$ cat config.mk
export PLATFORM = sky130hd
export DESIGN_NAME = even_parity_frame_rx_flat
export DESIGN_NICKNAME = d
export VERILOG_FILES = /design/src/rtl/even_parity_frame_rx_pkg.sv /design/src/rtl/even_parity_frame_rx_if.sv /design/src/rtl/even_parity_frame_rx_calc.sv /design/src/rtl/even_parity_frame_rx.sv /design/src/flat_wrapper.sv
export SDC_FILE = /design/constraint.sdc
export NUM_CORES = 1
export LEC_CHECK = 0
export CAP_MARGIN = 25
export CORE_ASPECT_RATIO = 1.5
export CORE_UTILIZATION = 30
export CTS_BUF_LIST = sky130_fd_sc_hd__clkbuf_16
export DETAILED_ROUTE_END_ITERATION = 16
export PLACE_DENSITY_LB_ADDON = 0.08
export SYNTH_ARGS = -nofsm -noshare
export SYNTH_HDL_FRONTEND = slang
export SYNTH_SLANG_ARGS = --single-unit
export TNS_END_PERCENT = 50
$ cat constraint.sdc
create_clock -name clk -period 1.9 [get_ports clk]
set_input_delay 0.19 -clock clk [delete_from_list [all_inputs] [get_ports clk]]
set_output_delay 0.19 -clock clk [all_outputs]
set_load 0.02 [all_outputs]
$ cat src/rtl/even_parity_frame_rx_pkg.sv
// Shared definitions for the even-parity serial frame receiver:
// FSM state encodings and the idle level of the serial line.
package even_parity_frame_rx_pkg;

  typedef enum logic [1:0] {
    IDLE   = 2'd0,
    DATA   = 2'd1,
    PARITY = 2'd2,
    STOP   = 2'd3
  } rx_state_t;

  localparam logic IDLE_LEVEL = 1'b1;

endpackage

$ cat src/rtl/even_parity_frame_rx_if.sv
// Output side of the frame receiver: one-entry buffer with valid/ready handshake.
interface even_parity_frame_rx_if #(
  parameter int DATA_W = 4
);
  logic [DATA_W-1:0] out_data;
  logic              out_parity_err;
  logic              out_frame_err;
  logic              out_valid;
  logic              out_ready;

  modport master (
    output out_data,
    output out_parity_err,
    output out_frame_err,
    output out_valid,
    input  out_ready
  );

  modport slave (
    input  out_data,
    input  out_parity_err,
    input  out_frame_err,
    input  out_valid,
    output out_ready
  );
endinterface

$ cat src/rtl/even_parity_frame_rx_calc.sv
// Parameterised-width parity (XOR reduction) of a data word; shared with the generator side.
module even_parity_calc #(
  parameter int W = 4
) (
  input  logic [W-1:0] data,
  output logic         parity
);
  logic [W-1:0] chain;

  assign chain[0] = data[0];

  generate
    for (genvar gi = 1; gi < W; gi++) begin : g_xor
      assign chain[gi] = chain[gi-1] ^ data[gi];
    end
  endgenerate

  assign parity = chain[W-1];
endmodule

$ cat src/rtl/even_parity_frame_rx.sv
// Serial frame receiver: start, DATA_W data bits LSB first, even parity, stop.
// Delivers words through a one-entry buffer and tracks overrun and error counts.
module even_parity_frame_rx
  import even_parity_frame_rx_pkg::*;
#(
  parameter int DATA_W    = 4,
  parameter int ERR_CNT_W = 8
) (
  input  logic                     clk,
  input  logic                     rst_n,
  input  logic                     bit_en,
  input  logic                     rxd,
  even_parity_frame_rx_if.master   out,
  output logic                     overrun,
  output logic [ERR_CNT_W-1:0]     err_cnt,
  input  logic                     err_clr
);
  localparam int CNT_W = (DATA_W > 1) ? $clog2(DATA_W) : 1;
  localparam logic [CNT_W-1:0] LAST_BIT = CNT_W'(DATA_W - 1);

  rx_state_t             state_reg;
  logic [DATA_W-1:0]     shift_reg;
  logic [DATA_W-1:0]     shift_next;
  logic [CNT_W-1:0]      bit_cnt_reg;
  logic                  par_bit_reg;
  logic [DATA_W-1:0]     data_reg;
  logic                  perr_reg;
  logic                  ferr_reg;
  logic                  valid_reg;
  logic                  overrun_reg;
  logic [ERR_CNT_W-1:0]  err_cnt_reg;

  logic data_parity;
  logic frame_done;
  logic parity_err;
  logic frame_err;
  logic load;
  logic drop;
  logic accept;

  // Right shift: after DATA_W samples the first received bit sits in bit 0.
  generate
    if (DATA_W == 1) begin : g_shift_one
      assign shift_next = rxd;
    end else begin : g_shift_wide
      assign shift_next = {rxd, shift_reg[DATA_W-1:1]};
    end
  endgenerate

  even_parity_calc #(.W(DATA_W)) u_parity (
    .data   (shift_reg),
    .parity (data_parity)
  );

  assign frame_done = bit_en && (state_reg == STOP);
  assign parity_err = data_parity ^ par_bit_reg;
  assign frame_err  = ~rxd;
  assign accept     = valid_reg && out.out_ready;
  assign load       = frame_done && (!valid_reg || out.out_ready);
  assign drop       = frame_done && valid_reg && !out.out_ready;

  always_ff @(posedge clk or negedge rst_n) begin
    if (!rst_n) begin
      state_reg   <= IDLE;
      shift_reg   <= '0;
      bit_cnt_reg <= '0;
      par_bit_reg <= 1'b0;
      data_reg    <= '0;
      perr_reg    <= 1'b0;
      ferr_reg    <= 1'b0;
      valid_reg   <= 1'b0;
      overrun_reg <= 1'b0;
      err_cnt_reg <= '0;
    end else begin
      if (bit_en) begin
        case (state_reg)
          IDLE: begin
            if (rxd != IDLE_LEVEL) begin
              state_reg   <= DATA;
              bit_cnt_reg <= '0;
              shift_reg   <= '0;
            end
          end
          DATA: begin
            shift_reg   <= shift_next;
            bit_cnt_reg <= bit_cnt_reg + CNT_W'(1);
            if (bit_cnt_reg == LAST_BIT) begin
              state_reg <= PARITY;
            end
          end
          PARITY: begin
            par_bit_reg <= rxd;
            state_reg   <= STOP;
          end
          STOP: begin
            state_reg <= IDLE;
          end
          default: state_reg <= IDLE;
        endcase
      end

      // A completion in the same cycle as an accept refills the buffer.
      if (load) begin
        data_reg  <= shift_reg;
        perr_reg  <= parity_err;
        ferr_reg  <= frame_err;
        valid_reg <= 1'b1;
      end else if (accept) begin
        valid_reg <= 1'b0;
      end

      if (err_clr) begin
        overrun_reg <= 1'b0;
      end else if (drop) begin
        overrun_reg <= 1'b1;
      end

      if (err_clr) begin
        err_cnt_reg <= '0;
      end else if (frame_done && (parity_err || frame_err) && !(&err_cnt_reg)) begin
        err_cnt_reg <= err_cnt_reg + ERR_CNT_W'(1);
      end
    end
  end

  assign out.out_data       = data_reg;
  assign out.out_parity_err = perr_reg;
  assign out.out_frame_err  = ferr_reg;
  assign out.out_valid      = valid_reg;
  assign overrun            = overrun_reg;
  assign err_cnt            = err_cnt_reg;

endmodule

$ cat src/flat_wrapper.sv
// flat-port wrapper written by rule: the top's interface ports become plain ports
module even_parity_frame_rx_flat import even_parity_frame_rx_pkg::*;
#(
  parameter int DATA_W    = 4,
  parameter int ERR_CNT_W = 8
)
  (clk, rst_n, bit_en, rxd, overrun, err_cnt, err_clr, out_out_data, out_out_parity_err, out_out_frame_err, out_out_valid, out_out_ready);
  even_parity_frame_rx_if #(.DATA_W(DATA_W)) out_i ();
  input  logic clk;
  input  logic rst_n;
  input  logic bit_en;
  input  logic rxd;
  output logic overrun;
  output logic [ERR_CNT_W-1:0] err_cnt;
  input  logic err_clr;
  output wire logic [$bits(out_i.out_data)-1:0] out_out_data;
  output wire logic [$bits(out_i.out_parity_err)-1:0] out_out_parity_err;
  output wire logic [$bits(out_i.out_frame_err)-1:0] out_out_frame_err;
  output wire logic [$bits(out_i.out_valid)-1:0] out_out_valid;
  input wire logic [$bits(out_i.out_ready)-1:0] out_out_ready;
  assign out_out_data = out_i.out_data;
  assign out_out_parity_err = out_i.out_parity_err;
  assign out_out_frame_err = out_i.out_frame_err;
  assign out_out_valid = out_i.out_valid;
  assign out_i.out_ready = out_out_ready;
  even_parity_frame_rx #(.DATA_W(DATA_W), .ERR_CNT_W(ERR_CNT_W)) u_core (.clk(clk), .rst_n(rst_n), .bit_en(bit_en), .rxd(rxd), .out(out_i), .overrun(overrun), .err_cnt(err_cnt), .err_clr(err_clr));
endmodule
==> results of run 1 <==
synth_stat cells (all sizes together):
master	count	area share [%]
nor2b	7	3.2
o21ba	1	0.74
nor2	9	2.5
nand3	4	1.5
or2	1	0.46
a2111oi	1	2.0
clkbuf	1	0.28
o21ai	7	2.9
a211oi	4	2.2
or4b	1	0.74
mux2i	1	0.74
nand2	11	3.1
a22o	4	2.6
ha	7	6.5
xnor3	1	1.8
nor3	1	0.37
dfrtp	25	46
nand4	1	0.46
inv	4	1.1
and2	2	0.93
nand2b	3	1.4
xnor2	2	4.1
buf	1	0.37
a21boi	1	0.56
mux2	14	12
a21oi	3	1.4
metrics by stage:
| stage | util (%) | power, mW | instances | setup slack (ns) | area [µm²] |
|---|---|---|---|---|---|
| after floorplan | - | 1.67 | 117 | 0.0691 | 1350 |
| after global placement | 39.5 | 2.03 | 193 | 0.0328 | 1690 |
| after detailed placement | 39.5 | 2.08 | 193 | 0.00112 | 1690 |
| after CTS | 41.3 | 2.56 | 197 | 0.0402 | 1770 |
| after global routing | 41.7 | 2.76 | 199 | -0.00309 | 1780 |
| final | 41.7 | 2.59 | 199 | 0.0563 | 1780 |
worst max-delay path by stage:
stage | from | endpoint | slack, ns | cells after the start
after detailed placement | bit_en | u_core.err_cnt[7]$_DFFE_PN0P_ | 0.001 | 5
after global routing | u_core.shift_reg[1]$_DFFE_PN0P_ | u_core.err_cnt[0]$_DFFE_PN0P_ | -0.003 | 5
after global placement | bit_en | u_core.err_cnt[7]$_DFFE_PN0P_ | 0.03 | 5
after CTS | u_core.shift_reg[2]$_DFFE_PN0P_ | u_core.err_cnt[6]$_DFFE_PN0P_ | 0.04 | 4
final | u_core.shift_reg[1]$_DFFE_PN0P_ | u_core.err_cnt[0]$_DFFE_PN0P_ | 0.06 | 5
after floorplan | u_core.shift_reg[3]$_DFFE_PN0P_ | u_core.err_cnt[6]$_DFFE_PN0P_ | 0.07 | 4
cells by family after synthesis:
family                   Yosys count  share of synthesized area, %
AO/OA/AOI/OAI                     21                          12.4
XOR/XNOR                           3                          5.84
adder cells (fa/ha/maj)            7                          6.49
buffers and inverters              6                          1.76
flip-flops                        25                          46.4
multiplexers                      15                          12.4
AND/OR/NAND/NOR                   40                          14.7
power by group through the flow:
stage	clock, mW	combinational, mW	sequential [mW]
2_1_floorplan	0	0.744	0.928
3_3_place_gp	0	1.19	0.832
3_5_place_dp	0	1.23	0.844
4_1_cts	0.489	1.23	0.834
5_1_grt	0.509	1.40	0.854
6_report	0.473	1.29	0.829
critical path: cells and delay by family (launching register included):
family / cells / cell delay [ns]
AOI/OAI and AO/OA: 1 / 0.18
xor gates and xnor gates: 2 / 0.67
buffers and inverters: 1 / 0.16
muxes: 1 / 0.34
DFF: 1 / 0.36
placed cells by master, fill, tap and decap left out, drive strengths merged:
master / n
a2111oi: 1
a211oi: 4
a21boi: 1
a21oi: 3
a22o: 4
and2: 2
buf: 13
clkbuf: 3
clkdlybuf4s50: 21
dfrtp: 25
ha: 7
inv: 5
mux2: 14
mux2i: 1
nand2: 11
nand2b: 3
nand3: 4
nand4: 1
nor2: 9
nor2b: 7
nor3: 1
o21ai: 7
o21ba: 1
or2: 1
or4b: 1
xnor2: 2
xnor3: 1
per-layer routing:
| metal | GRT usage [%] | vias up | wire length [µm] |
|---|---|---|---|
| li1 | - | 479 | - |
| met1 | 14.3 | 474 | 1190 |
| met2 | 22.9 | 15 | 1450 |
| met3 | 2.64 | 5 | 80 |
| met4 | 7.32 | 0 | 65 |
| met5 | 0 | - | 0 |
layout make-up:
| cell class | count | area [µm²] |
|---|---|---|
| repair buffers | 34 | 308 |
| multi-input cells | 86 | 699 |
| well taps | 46 | 57.6 |
| inverters | 4 | 15.0 |
| clock buffers | 3 | 75.1 |
| clock inverters | 1 | 3.75 |
| flip-flops and latches | 25 | 626 |
| fillers | 424 | 2500 |
==> results.tsv, run 1 <==
stage	metric	value	unit
logic_synthesis	ys_types	29	
job	maxCapViolations	0	
cts	cts_made_buffers	3	
timing	finalSetupViolCount	0	
logic_synthesis	synthCells	117	
critical_path	cp_slowest_cell	xnor3_2	
cts	cts_tree	yes	
floorplanning	dieArea	4770	µm²
timing	finClkSkew	0.00238	ns
placed_design	place_congestion	0.742	
cts	clkSlewWorstSetupHoldPaths	0.06	ns
critical_path	critPathLaunchType	flip-flop	
logic_synthesis	ys_ff_latch	25	
outcome	violations	DRC	
critical_path	cp_slowest_stage_delay	0.47	ns
power	cellPowerDensity	1450	nW/µm²
timing	hold_viol	0	
power	p_sw	0.938	mW
layout	syn_to_final_growth	32.3	%
global_route	gr-usage-all-layers	13.0	%
logic_synthesis	ys_seq_area_share	46.4	%
global_route	grt_pass1_vias	1038	
cts	cts_root_buf	clkbuf_16	
global_route	grt_max_degree	26	
critical_path	critical_path_required	2.04	ns
layout	largest_reg_flops	8	
placed_design	numPortBuffers	21	
cts	cts_resized	0	
logic_synthesis	syn_area_per_cell	11.5	µm²
critical_path	worst-path-max-fanout	7	
timing	fin_crit	1.84	ns
timing	slew_violations	0	
min_path	hp-class	in2async	
critical_path	r2r_cells	5	
logic_synthesis	synth_fp_nets	130	
routing	avgViaCountPerCell	4.89	
power	intPower	1.65	mW
floorplanning	rows	29	
critical_path	criticalPathCategory	reg2reg	
floorplanning	fp.dieH	84.1	µm
floorplanning	ios	22	
layout	final_nets	167	
power	leakage	0.797	nW
power	ir_worst_vdd	0.000730	V
routing	firstDrtPassIters	10	
power	clockPowerShare	18.3	%
cts	cts.htree.levels	1	
cts	cts_buffer_depth	2	
power	comb_power_share	49.7	%
critical_path	crit_path_cell_trace	xnor3_2 -> xnor2_4 -> buf_4 -> a21oi_2 -> mux2_1	
critical_path	r2r_slack	0.06	ns
layout	layout-drive-gt1-share	22.2	%
timing	tightest_slew	0.522	ns
outcome	outcome	complete, but fails checks	
power	p_sw_share	36.2	%
cts	cts.sinks	25	
power	pwr-share-seq	32.0	%
routing	drc	3	
logic_synthesis	ys_warn_count	0	
global_route	antenna_found_initial	0	
timing	whs	0.288	ns
cts	cts-hold-fix-buffers	0	
routing	num_vias	973	
critical_path	cp.arrival	1.99	ns
placed_design	dp_hpwl	2090	µm
floorplanning	coreArea	4280	µm²
global_route	grt_overflow_total	0	
routing	drt_iter0_drc	33	
timing	max_freq	542	MHz
floorplanning	die_w	56.7	µm
timing	slew-limit-headroom	64.8	%
routing	wirelength	2790	µm
cts	clk_latency	0.26	ns
routing	ant_nets	0	
critical_path	r2r-end	u_core.err_cnt[0]$_DFFE_PN0P_	
critical_path	worst_setup_path_end_kind	flip-flop	
timing	timing.setup.tns	0	ns
critical_path	r2r-start	u_core.shift_reg[1]$_DFFE_PN0P_	
cts	postCtsSetupBuffers	0	
logic_synthesis	syn-cell-area	1350	µm²
floorplanning	start_util	31.5	%
global_route	grt_pass1_wl	4710	µm
layout	diodes	0	
timing	post-route-period-util	97.0	%
routing	wl_per_cell	14.0	µm
(Power assumes the default switching activity.)
==> run 2, diff against run 1 <==
--- a/config.mk
+++ b/config.mk
@@ -7,7 +7,7 @@
 export LEC_CHECK = 0
 export CAP_MARGIN = 25
 export CORE_ASPECT_RATIO = 1.5
-export CORE_UTILIZATION = 30
+export CORE_UTILIZATION = 47
 export CTS_BUF_LIST = sky130_fd_sc_hd__clkbuf_16
 export DETAILED_ROUTE_END_ITERATION = 16
 export PLACE_DENSITY_LB_ADDON = 0.08
==> results.tsv, run 2 (synthesis results as in run 1) <==
stage	metric	value	unit	change
timing	finalSetupViolCount	0		unchanged
critical_path	criticalPathCategory	reg2reg		
global_route	grtUsageMet3	2.41	%	-0.23 points
cts	cts_made_buffers	3		unchanged
routing	num_vias	969		-0.41%
critical_path	r2r-start	u_core.shift_reg[3]$_DFFE_PN0P_		
floorplanning	start_util	49.9	%	+18 points
global_route	grt_overflow_total	0		unchanged
cts	cts_buffer_depth	2		unchanged
floorplanning	coreArea	2710	µm²	-37%
timing	slew_violations	0		unchanged
outcome	outcome	complete, no violations		
power	leakage	0.780	nW	-2.1%
timing	whs	0.301	ns	+0.0134 ns
cts	cts.sinks	25		unchanged
routing	drc	0		-3
global_route	busiest_layer	met2		
floorplanning	dieArea	3090	µm²	-35%
floorplanning	ios	22		unchanged
timing	grt_setup_unrepaired	false		
routing	wirelength	2680	µm	-4.1%
routing	avgViaCountPerCell	5.15		+5.4%
cts	cts-hold-fix-buffers	0		unchanged
routing	ant_nets	0		unchanged
timing	timing.setup.tns	0	ns	unchanged
job	maxCapViolations	0		unchanged
layout	syn_to_final_growth	31.2	%	
global_route	grt_util_met1	20.8	%	+6.5 points
layout	largest_reg_flops	8		unchanged
critical_path	worst-path-max-fanout	7		unchanged
cts	clk_latency	0.26	ns	about the same
cts	cts.htree.levels	1		unchanged
critical_path	cp.arrival	1.95	ns	-0.04 ns
timing	post-route-period-util	95.4	%	-1.6 points
critical_path	worst_setup_path_end_kind	flip-flop		
layout	mostFrequentLayoutCell	dfrtp_1		
global_route	grt_pass1_wl	4440	µm	-5.6%
timing	slew-limit-headroom	63.4	%	-1.4 points
placed_design	dp_hpwl	2000	µm	-4.2%
routing	firstDrtPassIters	4		-6
global_route	gr-usage-all-layers	20.1	%	+7.1 points
global_route	use_met2	38.2	%	+15 points
critical_path	r2r_cells	5		unchanged
critical_path	r2r_slack	0.09	ns	+0.03 ns
layout	diodes	0		unchanged
cts	cts_root_buf	clkbuf_16		
critical_path	critical_path_required	2.03	ns	about the same
global_route	grt_pass1_vias	1036		-0.19%
layout	mostFrequentLayoutCells	dfrtp_1, clkdlybuf4s50_1, nand2_1, buf_4, mux2_2		
timing	max_freq	552	MHz	+1.7%
floorplanning	fp.dieH	67.6	µm	-20%
layout	final_nets	165		-1.2%
placed_design	place_congestion	0.804		+8.4%
min_path	hp-class	in2async		
power	ir_worst_vdd	0.00121	V	+66%
timing	tightest_slew	0.543	ns	+0.0209 ns
timing	fin_crit	1.81	ns	-0.0310 ns
routing	wl_per_cell	14.2	µm	+1.5%
floorplanning	rows	23		-21%
global_route	antenna_found_initial	0		unchanged
critical_path	r2r-end	u_core.err_cnt[0]$_DFFE_PN0P_		
timing	finClkSkew	0.00579	ns	+0.00341 ns
cts	clkSlewWorstSetupHoldPaths	0.06	ns	about the same
floorplanning	die_w	45.7	µm	-19%
layout	layout-drive-gt1-share	23.2	%	+0.96 points
global_route	grt_max_degree	26		unchanged
power	cellPowerDensity	1450	nW/µm²	-0.30%
placed_design	numPortBuffers	21		unchanged
routing	drt_iter0_drc	11		-67%
critical_path	critPathLaunchType	flip-flop		
timing	hold_viol	0		unchanged
cts	cts_tree	yes		
run 2: how the worst max path moves through the flow:
stage                                               start                            end  slack [ns]  cells past startpoint
after floorplan           u_core.shift_reg[3]$_DFFE_PN0P_  u_core.err_cnt[6]$_DFFE_PN0P_        0.07                      4
after global placement                             bit_en  u_core.err_cnt[7]$_DFFE_PN0P_        0.05                      5
after detailed placement  u_core.shift_reg[2]$_DFFE_PN0P_  u_core.err_cnt[5]$_DFFE_PN0P_       0.001                      4
after CTS                 u_core.shift_reg[2]$_DFFE_PN0P_  u_core.err_cnt[6]$_DFFE_PN0P_       0.003                      4
after global routing      u_core.shift_reg[3]$_DFFE_PN0P_  u_core.err_cnt[0]$_DFFE_PN0P_        0.01                      5
final                     u_core.shift_reg[3]$_DFFE_PN0P_  u_core.err_cnt[0]$_DFFE_PN0P_        0.09                      5
run 2: metrics by stage:
| step | power (mW) | area [µm²] | setup slack, ns | std cells | util, % |
|---|---|---|---|---|---|
| floorplan | 1.67 | 1350 | 0.0691 | 117 | - |
| global placement | 2.05 | 1670 | 0.0457 | 183 | 61.8 |
| detailed placement | 2.11 | 1670 | 0.00107 | 183 | 61.8 |
| CTS | 2.59 | 1760 | 0.00340 | 187 | 64.9 |
| global route | 2.72 | 1770 | 0.0143 | 188 | 65.4 |
| finish | 2.56 | 1770 | 0.0873 | 188 | 65.4 |
run 2: timing repair:
| action | CTS | global route |
|---|---|---|
| buffers inserted | 0 | 1 |
| resized for setup | 1 | 2 |
| pin swaps | 0 | 2 |
| setup endpoints to repair | 1 | 3 |
run 2: power breakdown:
group / switching [mW] / leakage [nW] / internal [mW]
Clock: 0.178 / 0.0423 / 0.281
Sequential: 0.133 / 0.323 / 0.700
Combinational: 0.612 / 0.415 / 0.654
Total: 0.923 / 0.780 / 1.64
run 2: per-layer routing:
layer	share of wire (%)	up-vias
met1	38	471
met3	2.9	6
met2	57	20
met5	0	-
li1	-	472
met4	2.3	0
run 2: area by class of cell:
type / instances / area, µm²
Fill cell: 237 / 936
Clock buffer: 3 / 75.1
Inverter: 4 / 15.0
Clock inverter: 1 / 3.75
Tap cell: 37 / 46.3
Timing Repair Buffer: 32 / 293
Sequential cell: 25 / 626
Multi-Input combinational cell: 86 / 711
run 2: worst max-delay path: stages (launching register included):
cell and delay (ns):
dfrtp_1 0.35, xnor3_2 0.47, xnor2_4 0.19, buf_4 0.16, a21oi_2 0.18, mux2_1 0.35
==> run 3, diff against run 2 <==
--- a/config.mk
+++ b/config.mk
@@ -7,8 +7,9 @@
 export LEC_CHECK = 0
 export CAP_MARGIN = 25
 export CORE_ASPECT_RATIO = 1.5
-export CORE_UTILIZATION = 47
+export CORE_UTILIZATION = 45
 export CTS_BUF_LIST = sky130_fd_sc_hd__clkbuf_16
+export CTS_CLUSTER_DIAMETER = 30
 export DETAILED_ROUTE_END_ITERATION = 16
 export PLACE_DENSITY_LB_ADDON = 0.08
 export SYNTH_ARGS = -nofsm -noshare
==> results.tsv, run 3 (synthesis results as in run 1) <==
stage	metric	value	unit	change
routing	avgViaCountPerCell	5.08		-1.4%
timing	slew-limit-headroom	70.4	%	+7.0 points
critical_path	r2r-start	u_core.shift_reg[1]$_DFFE_PN0P_		
critical_path	cp.arrival	1.98	ns	+0.03 ns
power	cellPowerDensity	1460	nW/µm²	+0.90%
cts	clkSlewWorstSetupHoldPaths	0.06	ns	about the same
critical_path	criticalPathCategory	reg2reg		
global_route	grt_max_degree	26		unchanged
timing	finClkSkew	0.00380	ns	-0.00199 ns
floorplanning	dieArea	3220	µm²	+4.3%
critical_path	worst-path-max-fanout	7		unchanged
routing	drc	0		unchanged
timing	slew_violations	0		unchanged
placed_design	dpl_cell_area	1670	µm²	+0.15%
timing	whs	0.291	ns	-0.0107 ns
placed_design	dp.cells	185		+1.1%
timing	fin_crit	1.84	ns	+0.0256 ns
cts	clk_latency	0.25	ns	about the same
global_route	antenna_found_initial	0		unchanged
placed_design	dp_hpwl	1920	µm	-3.9%
layout	mostFrequentLayoutCells	dfrtp_1, clkdlybuf4s50_1, buf_4		
layout	final_nets	166		+0.61%
outcome	outcome	complete, no violations		
timing	max_freq	544	MHz	-1.4%
timing	tightest_slew	0.444	ns	-0.0988 ns
job	maxCapViolations	0		unchanged
routing	wirelength	2570	µm	-4.0%
timing	finalSetupViolCount	0		unchanged
critical_path	critPathLaunchType	flip-flop		
timing	grt_setup_unrepaired	true		
layout	fin_cells	191		+1.6%
routing	drt_iter0_drc	18		+7
floorplanning	start_util	46.8	%	-3.1 points
power	leakage	0.792	nW	+1.5%
power	ir_worst_vdd	0.00105	V	-13%
layout	multi_input_area	714	µm²	+0.53%
global_route	grt_pass1_vias	994		-4.1%
floorplanning	rows	24		+4.3%
routing	firstDrtPassIters	4		unchanged
layout	diodes	0		unchanged
cts	cts.sinks	25		unchanged
min_path	hp-class	in2async		
cts	cts_root_buf	clkbuf_16		
floorplanning	die_w	46.7	µm	+2.1%
cts	cts_tree	yes		
placed_design	place_congestion	0.740		-7.9%
timing	hold_viol	0		unchanged
layout	fillers	253		+6.8%
layout	syn_to_final_growth	32.2	%	
timing	post-route-period-util	96.8	%	+1.3 points
layout	final_area	1780	µm²	+0.78%
power	p_total	2.60	mW	+1.7%
critical_path	startpoint	u_core.shift_reg[1]$_DFFE_PN0P_		
global_route	grt_overflow_total	0		unchanged
global_route	gr-usage-all-layers	18.2	%	-1.9 points
cts	cts_buffer_depth	2		unchanged
timing	timing.setup.tns	0	ns	unchanged
layout	mostFrequentLayoutCell	dfrtp_1		
global_route	grt_pass1_wl	4370	µm	-1.6%
floorplanning	fp.dieH	69.1	µm	+2.1%
cts	cts.htree.levels	1		unchanged
floorplanning	coreArea	2880	µm²	+6.6%
layout	largest_reg_flops	8		unchanged
layout	regArea	626	µm²	unchanged
cts	cts_made_buffers	3		unchanged
layout	layout-drive-gt1-share	23.0	%	-0.15 points
critical_path	critical_path_required	2.04	ns	about the same
placed_design	numPortBuffers	21		unchanged
routing	wl_per_cell	13.5	µm	-5.5%
cts	cts-hold-fix-buffers	0		unchanged
routing	ant_nets	0		unchanged
floorplanning	ios	22		unchanged
critical_path	worst_setup_path_end_kind	flip-flop		
routing	num_vias	971		+0.21%
[run 3: routing by layer]
layer / vias to the layer above / wire, µm / GRT usage (%)
met5: - / 0 / 0
met2: 15 / 1370 / 31.8
met3: 2 / 65 / 2.36
li1: 474 / - / -
met1: 480 / 1110 / 21.8
met4: 0 / 21 / 5.71
[run 3: layout make-up]
| type | count | share of cell area, % |
|---|---|---|
| Sequential cell | 25 | 35.1 |
| Tap cell | 39 | 2.74 |
| Timing Repair Buffer | 33 | 16.8 |
| Multi-Input combinational cell | 86 | 40.1 |
| Inverter | 4 | 0.842 |
| Clock buffer | 3 | 4.21 |
| Clock inverter | 1 | 0.211 |
[run 3: repair_timing]
action / in CTS / in global routing
resized for setup: 0 / 4
buffers inserted: 0 / 2
setup endpoints to repair: 0 / 4
[run 3: worst paths after layout]
kind | slack, ns | end | cells past startpoint
max | 0.06 | u_core.err_cnt[4]$_DFFE_PN0P_ | 4
min | 0.29 | u_core.err_cnt[1]$_DFFE_PN0P_ | 2
max reg2reg | 0.06 | u_core.err_cnt[4]$_DFFE_PN0P_ | 4
min reg2reg | 0.50 | u_core.out.out_parity_err$_DFFE_PN0P_ | 2
max in group asynchronous | 1.35 | u_core.out.out_data[0]$_DFFE_PN0P_ | 2
min in group clk | 0.50 | u_core.out.out_parity_err$_DFFE_PN0P_ | 2
[run 3: stage by stage]
| step | setup slack (ns) | util (%) |
|---|---|---|
| after floorplan | 0.0691 | - |
| after global placement | 0.0434 | 58.1 |
| after detailed placement | 0.00999 | 58.1 |
| after CTS | 0.00474 | 60.8 |
| after global routing | -0.00946 | 61.8 |
| final | 0.0617 | 61.8 |
[run 3: power by group]
group          internal (mW)  total [mW]  leakage (nW)  switching [mW]
Clock                  0.281       0.456        0.0423           0.175
Combinational          0.672        1.32         0.426           0.646
Sequential             0.700       0.828         0.323           0.128
[run 3: critical path, cell delays in order (launching register included)]
cell	delay [ns]
dfrtp_1	0.36
xnor3_2	0.47
xnor2_4	0.21
a211oi_1	0.32
mux2_2	0.37
==> variant: new RTL, settings of run 2 <==
Put one more register stage on the output `overrun`, with the module's reset. The value now appears one clock later. The other outputs are not delayed to match.
--- a/src/rtl/even_parity_frame_rx.sv
+++ b/src/rtl/even_parity_frame_rx.sv
@@ -128,5 +128,11 @@
   assign out.out_frame_err  = ferr_reg;
   assign out.out_valid      = valid_reg;
-  assign overrun            = overrun_reg;
+  always_ff @(posedge clk or negedge rst_n) begin
+    if (!rst_n) begin
+      overrun <= '0;
+    end else begin
+      overrun <= overrun_reg;
+    end
+  end
   assign err_cnt            = err_cnt_reg;
 
Check against the original RTL: same outputs for any inputs over 10 cycles, from zero or initial values and one cycle with rst_n low; that may be too few to reach the edited logic, so the function may still have changed.
==> variant against run 2 <==
Sequential cell count rose by 1. Wire length grew 0.19%. Final area up 2.9%. Synthesized cell count grew 0.85%. Highest routed layer unchanged. Synthesized area is 1.9% higher. Cell count is 1.1% higher. Setup slack got worse by 38 ps. Sequential share of layout area rose by 0.45 points. Maximum frequency shrank 2.0%. First-iteration DRC count rose by 18%. Power rose by 7.2%. Non-clock buffer count grew 1. Clock power up 33%.
==> variant: results (changes against run 2) <==
Area contributors post-synth: dfrtp_1, mux2_2, ha_1
share of cells above drive strength 1: 23.53% (+0.35 points)
r2r worst-path depth: 4 (-1)
largest net degree at the start of global routing: 27 (+3.8%)
sequential-to-total area share from yosys stat: 47.36% (+0.98 points)
NetSw: 0.9432 mW (+2.2%)
Worst-path clk slew: 60 ps (about the same)
placed cell area: 0.001697 mm² (+1.5%)
Critical-path top delay cell: dfrtp_2
top cells by count, synth: dfrtp_1, nand2_1, mux2_2
total CTS buffers: 3 (unchanged)
first-pass GRT wire length: 4.498 mm (+1.2%)
Worst path max stage delay: 420 ps (-50 ps)
DR WL/cell: 14.12 µm (-0.87%)
CTS max path bufs: 2 (unchanged)
initial antenna violation count: 0 (unchanged)
CTS root buf: clkbuf_16
top cell family by delay on the critical path: XOR/XNOR gates
Hold Slack: 302.9 ps (+1.532 ps)
crit path from: u_core.shift_reg[1]$_DFFE_PN0P_
worst slew pin tran: 525.9 ps (-17.29 ps)
Post-Syn Area per Cell: 11.64 µm² (+0.99%)
Ys Warns: 0 (unchanged)
Iteration-0 DRC Markers: 13 (+2)
RD Place Congestion: 0.7583 (-5.7%)
vias in the first global route: 1021 (-1.4%)
status: finished clean
via count: 972 (+0.31%)
Detail Placement HPWL: 1.977 mm (-1.3%)
Distinct cells, synth: 29 (unchanged)
async set-reset flop share out of synthesis: 100.0% (unchanged)
worst setup path endpoint: u_core.err_cnt[6]$_DFFE_PN0P_
GR Util All Layers: 20.42% (+0.29 points)
Clock Skew: 2.177 ps (-3.617 ps)
worst hold path class: in -> async
Max Clk Rate: 0.5405 GHz (-2.0%)
Layout Nets: 167 (+1.2%)
Post-Place Cells: 184 (+0.55%)
pre-CTS WS: 22.93 ps (+21.87 ps)
htree depth: 1 (unchanged)
fin cells: 190 (+1.1%)
Filler cells: 225 (-5.1%)
Max VDD drop: 1.153 mV (-4.7%)
synthesized net count: 131 (+0.77%)
leakage power figure: 0.8071 nW (+3.4%)
WP data arrival: 2000 ps (+50 ps)
Diodes inserted: 0 (unchanged)
max reg flops: 8 (unchanged)
reg2reg setup slack: 50 ps (-40 ps)
CP max FO: 7 (unchanged)
[variant: cell types whose count changed after synthesis, sizes merged]
cell / before / now
dfrtp: 25 / 26
[variant: power groups by stage]
stage               Sequential (mW)  Clock [mW]  Combinational (mW)
floorplan                     0.952           0               0.744
CTS                           0.858       0.625                1.26
global route                  0.877       0.640                1.37
finish                        0.853       0.611                1.28
detailed placement            0.868           0                1.26
global placement              0.858           0                1.23
[variant: kinds of logic after synthesis]
family | share of synthesized area [%]
compound gates | 12.20
mux | 12.20
xor+xnor | 5.737
buf+inv | 1.729
flops | 47.36
fa+ha+maj | 6.375
simple gates | 14.39
[variant: per-layer routing]
metal	share of wire, %	up-vias	track usage [%]
met3	1.8	5	2.375
met4	2.3	0	11.40
met2	54	17	35.92
met1	42	469	23.00
li1	-	481	-
met5	0	-	0
[variant: final cells by class]
| type | instances | area (µm²) | share of cell area [%] |
|---|---|---|---|
| inverter | 4 | 15.01 | 0.8247 |
| tap | 37 | 46.29 | 2.543 |
| clock buffer | 3 | 75.07 | 4.124 |
| sequential | 26 | 651.9 | 35.81 |
| clock inverter | 1 | 30.03 | 1.649 |
| timing repair buffer | 33 | 300.3 | 16.49 |
| multi-input combinational | 86 | 701.9 | 38.56 |
[variant: what timing repair did]
action | in CTS | in global routing
resized for setup | 0 | 3
setup buffers | 0 | 2
endpoints found under the hold margin | 0 | 0
setup endpoints to repair | 0 | 10
hold buffers | 0 | 0
